File: src/rtl/uart_rx_core.sv
// uart_rx_core: UART receiver with mid-bit sampling and one-cycle result pulses.
// Default frame is 8N1; defining UART_RX_PARITY_EN switches to 8E1 with a parity-error pulse.
module uart_rx_core #(
    parameter int CLK_FREQ  = 50_000_000,
    parameter int UART_BAUD = 115200
) (
    input  logic       clk,
    input  logic       rst_n,
    input  logic       uart_rx_d,
    output logic [7:0] uart_rx_data,
    output logic       uart_rx_valid,
    output logic       uart_rx_busy,
    output logic       uart_rx_frame_err,
    output logic       uart_rx_par_err
);
    localparam logic [15:0] BAUD_CNT_MAX = 16'(CLK_FREQ / UART_BAUD);
    localparam logic [15:0] HALF_CNT     = BAUD_CNT_MAX / 16'd2;

`ifdef UART_RX_PARITY_EN
    typedef enum logic [2:0] {IDLE, START, DATA, PARITY, STOP, BREAK} state_t;
`else
    typedef enum logic [2:0] {IDLE, START, DATA, STOP, BREAK} state_t;
`endif

    state_t      state_q, state_d;
    logic [1:0]  rx_sync_q;
    logic        rx_prev_q;
    logic [15:0] baud_cnt_q, baud_cnt_d;
    logic [2:0]  bit_cnt_q, bit_cnt_d;
    logic [7:0]  rx_shift_q, rx_shift_d;
    logic [7:0]  data_q, data_d;
    logic        valid_q, valid_d;
    logic        ferr_q, ferr_d;
    logic        rx_s, start_edge, tick_full, tick_half;
`ifdef UART_RX_PARITY_EN
    logic        par_q, par_d;
    logic        perr_q, perr_d;
    logic        par_bad;
    assign par_bad         = ^{rx_shift_q, par_q};
    assign uart_rx_par_err = perr_q;
`else
    assign uart_rx_par_err = 1'b0;
`endif

    assign rx_s              = rx_sync_q[1];
    assign start_edge        = rx_prev_q & ~rx_s;
    assign tick_full         = baud_cnt_q == BAUD_CNT_MAX - 16'd1;
    assign tick_half         = baud_cnt_q == HALF_CNT - 16'd1;
    assign uart_rx_data      = data_q;
    assign uart_rx_valid     = valid_q;
    assign uart_rx_frame_err = ferr_q;
    assign uart_rx_busy      = state_q != IDLE;

    always_comb begin
        state_d    = state_q;
        baud_cnt_d = baud_cnt_q + 16'd1;
        bit_cnt_d  = bit_cnt_q;
        rx_shift_d = rx_shift_q;
        data_d     = data_q;
        valid_d    = 1'b0;
        ferr_d     = 1'b0;
`ifdef UART_RX_PARITY_EN
        par_d      = par_q;
        perr_d     = 1'b0;
`endif
        case (state_q)
            IDLE: begin
                baud_cnt_d = '0;
                bit_cnt_d  = '0;
                state_d    = start_edge ? START : IDLE;
            end
            // a start bit that is high again at its midpoint was only a glitch
            START: if (tick_half) begin
                baud_cnt_d = '0;
                state_d    = rx_s ? IDLE : DATA;
            end
            DATA: if (tick_full) begin
                baud_cnt_d            = '0;
                rx_shift_d[bit_cnt_q] = rx_s;
                bit_cnt_d             = bit_cnt_q + 3'd1;
`ifdef UART_RX_PARITY_EN
                state_d = (bit_cnt_q == 3'd7) ? PARITY : DATA;
`else
                state_d = (bit_cnt_q == 3'd7) ? STOP : DATA;
`endif
            end
`ifdef UART_RX_PARITY_EN
            PARITY: if (tick_full) begin
                baud_cnt_d = '0;
                par_d      = rx_s;
                state_d    = STOP;
            end
`endif
            // returning to IDLE at mid-stop leaves half a bit to catch a back-to-back start edge
            STOP: if (tick_full) begin
                baud_cnt_d = '0;
                state_d    = rx_s ? IDLE : BREAK;
                ferr_d     = ~rx_s;
`ifdef UART_RX_PARITY_EN
                perr_d  = rx_s & par_bad;
                valid_d = rx_s & ~par_bad;
`else
                valid_d = rx_s;
`endif
                data_d = valid_d ? rx_shift_q : data_q;
            end
            BREAK: begin
                baud_cnt_d = '0;
                state_d    = rx_s ? IDLE : BREAK;
            end
            default: state_d = IDLE;
        endcase
    end

    always_ff @(posedge clk) begin
        if (!rst_n) begin
            rx_sync_q  <= 2'b11;
            rx_prev_q  <= 1'b1;
            state_q    <= IDLE;
            baud_cnt_q <= '0;
            bit_cnt_q  <= '0;
            rx_shift_q <= '0;
            data_q     <= '0;
            valid_q    <= 1'b0;
            ferr_q     <= 1'b0;
`ifdef UART_RX_PARITY_EN
            par_q      <= 1'b0;
            perr_q     <= 1'b0;
`endif
        end else begin
            rx_sync_q  <= {rx_sync_q[0], uart_rx_d};
            rx_prev_q  <= rx_sync_q[1];
            state_q    <= state_d;
            baud_cnt_q <= baud_cnt_d;
            bit_cnt_q  <= bit_cnt_d;
            rx_shift_q <= rx_shift_d;
            data_q     <= data_d;
            valid_q    <= valid_d;
            ferr_q     <= ferr_d;
`ifdef UART_RX_PARITY_EN
            par_q      <= par_d;
            perr_q     <= perr_d;
`endif
        end
    end
endmodule

File: config.mk
export PLATFORM = sky130hd
export DESIGN_NAME = uart_rx_core
export DESIGN_NICKNAME = d
export VERILOG_FILES = /design/src/rtl/uart_rx_core.sv
export SDC_FILE = /design/constraint.sdc
export NUM_CORES = 1
export LEC_CHECK = 0
export BUFFER_PORTS_ARGS = -buffer_cell sky130_fd_sc_hd__buf_2
export CORE_ASPECT_RATIO = 0.5
export CORE_MARGIN = 8
export CORE_UTILIZATION = 55
export CTS_CLUSTER_SIZE = 16
export DETAILED_ROUTE_END_ITERATION = 8
export GPL_ROUTABILITY_DRIVEN = 0
export PLACE_DENSITY = 0.8
export SETUP_SLACK_MARGIN = 0.5
export SYNTH_ARGS = -nofsm -noshare
export SYNTH_HDL_FRONTEND = slang
export SYNTH_SLANG_ARGS = --single-unit
File: constraint.sdc
create_clock -name clk -period 2.7 [get_ports clk]
set_clock_uncertainty 0.05 [all_clocks]
set_input_delay 0.135 -clock clk [delete_from_list [all_inputs] [get_ports clk]]
set_output_delay 0.135 -clock clk [all_outputs]
set_load 0.005 [all_outputs]
==> flow_summary_export.csv <==
group,metric,value,unit
power,p_comb_share,2.5,%
hold_path,hold_path.class,"in -> reg",
yosys,synth_top_family_by_area,"simple AND/OR/NAND/NOR gates",
hold_path,holdCritStartpoint,"rst_n",
cells_and_area,layout-drive-gt1-share,20.6,%
sta,timing.final.crit_share,80.5,%
power,p_int,0.824,mW
yosys,synth_nets,228,
sta,setup_ws,0.527,ns
clock_tree,cts_max_level,2,
yosys,syn-instance-count,220,
yosys,synth_xor_area_share,5.27,%
die,boundaryPins,15,
global_route,grt_busiest_layer,"met2",
global_route,grt_util_all_layers,14.5,%
cells_and_area,multi_input_area,1060,um^2
clock_tree,clkSlewWorstSetupHoldPaths,0.08,ns
routing,antenna_left,0,
yosys,ys.flop_type,"dfxtp_1",
routing,num_vias,1650,
critical_path,startpoint_type,"flop",
power,power-per-cell-area,471,nW/um^2
power,power_frac_clock,38.1,%
critical_path,reg2reg_depth,5,
critical_path,cpMaxStageDelayCell,"or4_4",
place,dpl.hpwl,2670,um
power,p_seq_share,59.4,%
sta,worstMarginPinSlew,0.652,ns
power,fin_total_pwr,1.08,mW
clock_tree,clockBufferDepth,2,
global_route,grt_pass1_vias,1528,
yosys,yosysSeqAreaShare,43.2,%
place,preCtsSetupSlack,0.352,ns
sta,slew_headroom,56.4,%
yosys,syn_area_per_cell,9.07,um^2
yosys,synthAdderAreaFrac,3.14,%
yosys,ys_ff_latch,43,
sta,rsz0062_at_grt,"false",
routing,viasPerCell,5.61,
die,num_rows,15,
critical_path,worstPathMaxFanout,7,
critical_path,critical_path.max_stage_delay,0.57,ns
power,sw_frac_of_total,23.4,%
yosys,yosys.area_share.simple,25.8,%
global_route,grt-ovfl-total,0,
clock_tree,cts-root-buf,"clkbuf_8",
clock_tree,cts_buffers,5,
hold_path,hold_path_depth,2,
power,p_leak,0.860,nW
yosys,yosysTopAreaCell,"dfxtp_1",
die,core,3450,um^2
critical_path,crit_path_end_kind,"flop",
sta,fin_crit,2.17,ns
critical_path,required,2.84,ns
critical_path,cp.arrival,2.31,ns
global_route,grt_max_degree,27,
cells_and_area,syn2layout_area_growth,14.5,%
power,vdd_drop_max,0.196,mV
global_route,grt_use_met1,17.2,%
yosys,synthDistinctLibCells,39,
cells_and_area,num_antenna_cells,0,
die,dieWidth,101,um
sta,holdWs,0.199,ns
routing,drt-wirelength-per-cell,13.8,um
routing,drtPass1Iterations,4,
critical_path,crit_start,"baud_cnt_q[11]$_SDFF_PN0_",
global_route,grt_pass1_wl,6820,um
cells_and_area,nNetsFinal,250,
global_route,antenna_found_initial,0,
die,die-area,5930,um^2
die,start_util,57.8,%
routing,drt_wl_total,4050,um
place,numPortBuffers,13,
yosys,async_flop_share,0,%
sta,finalSetupViolCount,0,
yosys,synth.most_common_cell,"dfxtp_1",
clock_tree,cts_tree,"yes",
sta,setup_tns,0,ns
power,p_sw,0.251,mW
clock_tree,clk_latency,0.30,ns
global_route,grt.met2_usage,23.0,%
yosys,synth_area_leaders,"dfxtp_1 (43%), mux2i_1 (8.0%), nand2_1 (4.9%)",
cells_and_area,fillers,300,
routing,drt_iter0_drc,55,
yosys,synth_area,1990,um^2
sta,timing.fmax,0.460,GHz
cells_and_area,regArea,872,um^2
yosys,synth_compound_area_share,10.0,%
yosys,yosys_warnings,0,
yosys,synth.area.mux_share,8.03,%
clock_tree,cts.sinks,43,
sta,slew_violations,0,
yosys,synth.top_cell.area_share,43.2,%
global_route,grt.met3_usage,3.64,%
routing,drc,0,
run,maxCapViolCount,0,
critical_path,r2r_start,"baud_cnt_q[11]$_SDFF_PN0_",
critical_path,worstSetupPathType,"reg -> reg",
run_status,status,"finished, final reports clean",
yosys,synth_edf_count,0,
sta,finalHoldViolations,0,
yosys,synthTopCellsByCount,"dfxtp_1 (43), nand2_1 (26), a21oi_1 (16), mux2i_1 (16)",
critical_path,path_cells,"or4b_4 -> or4_4 -> a31oi_4 -> buf_4 -> a21oi_1",
critical_path,rrSetupSlack,0.53,ns
die,die_h,58.6,um
==> state kept, by name (all words and copies together), names as in the netlist <==
name               flops
baud_cnt_q            16
rx_shift_q             8
uart_rx_data           8
bit_cnt_q              3
state_q                3
rx_sync_q              2
rx_prev_q              1
uart_rx_frame_err      1
uart_rx_valid          1
==> path summary, 6_finish.rpt <==
path | endpoint
max | baud_cnt_q[8]$_SDFF_PN0_
min reg2reg | rx_sync_q[1]$_SDFF_PN1_
max reg2reg | baud_cnt_q[8]$_SDFF_PN0_
min | rx_sync_q[0]$_SDFF_PN1_
==> layer usage <==
| layer | vias to the layer above | routed length [um] |
|---|---|---|
| met5 | - | 0 |
| met1 | 775 | 1830 |
| li1 | 830 | - |
| met3 | 10 | 194 |
| met2 | 35 | 1920 |
| met4 | 0 | 104 |
==> worst max-delay path, delay by kind of cell (launching register included) <==
family,cells,cell delay [ns]
AO/OA/AOI/OAI,2,0.33
AND/OR/NAND/NOR,2,1.12
flip-flops,1,0.36
buffers and inverters,1,0.19
==> cells by family (layout without fill, tap and decap cells) <==
family,Yosys count,after routing
xor gates and xnor gates,12,12
DFF,43,43
buffers and inverters,19,42
and+or+nand+nor,94,94
other,1,1
AOI/OAI and AO/OA,30,30
adders and majority gates,5,5
muxes,16,16
==> layout make-up <==
cell class | count | share of cell area [%]
sequential | 43 | 38.2
clock buffer | 5 | 3.01
clock inverter | 3 | 0.877
tap | 51 | 2.79
inverter | 10 | 1.64
multi-input combinational | 158 | 46.6
timing repair buffer | 24 | 6.90
==> repair_timing <==
| action | 4_1_cts | 5_1_grt |
|---|---|---|
| setup endpoints to repair | 16 | 24 |
| resized for setup | 1 | 11 |
| endpoints found under the hold margin | 1 | 0 |
| setup buffers | 3 | 5 |
| hold buffers | 1 | 0 |
| pin swaps | 1 | 4 |
==> power by group through the flow <==
stage | Sequential (mW) | Combinational (mW) | Clock [mW]
after global placement | 0.655 | 0.0230 | 0
after global routing | 0.639 | 0.0291 | 0.439
final | 0.638 | 0.0267 | 0.410
after floorplan | 0.653 | 0.0208 | 0
after CTS | 0.640 | 0.0249 | 0.415
after detailed placement | 0.655 | 0.0236 | 0
==> through the flow <==
stage / cell area (um^2) / cells / util, %
after floorplan: 1990 / 220 / -
after global placement: 2090 / 277 / 60.5
after detailed placement: 2090 / 277 / 60.5
after CTS: 2220 / 289 / 64.2
after global routing: 2280 / 294 / 66.1
final: 2280 / 294 / 66.1
==> cells in the final DEF, fill, tap and decap left out, drive strengths merged, types with 3 or more instances in the layout <==
cell type / synthesis / final
dfxtp: 43 / 43
a22oi: 3 / 3
nand2b: 4 / 4
nand4: 9 / 9
clkbuf: 7 / 5
nor2: 13 / 13
or3: 3 / 3
nand3: 13 / 13
nor3: 5 / 5
buf: 2 / 23
inv: 10 / 10
nor4: 6 / 6
xnor2: 10 / 10
nand2: 26 / 26
ha: 5 / 5
or4: 3 / 3
a21oi: 17 / 17
mux2i: 16 / 16
o211ai: 3 / 3
(Power assumes the default switching activity.)
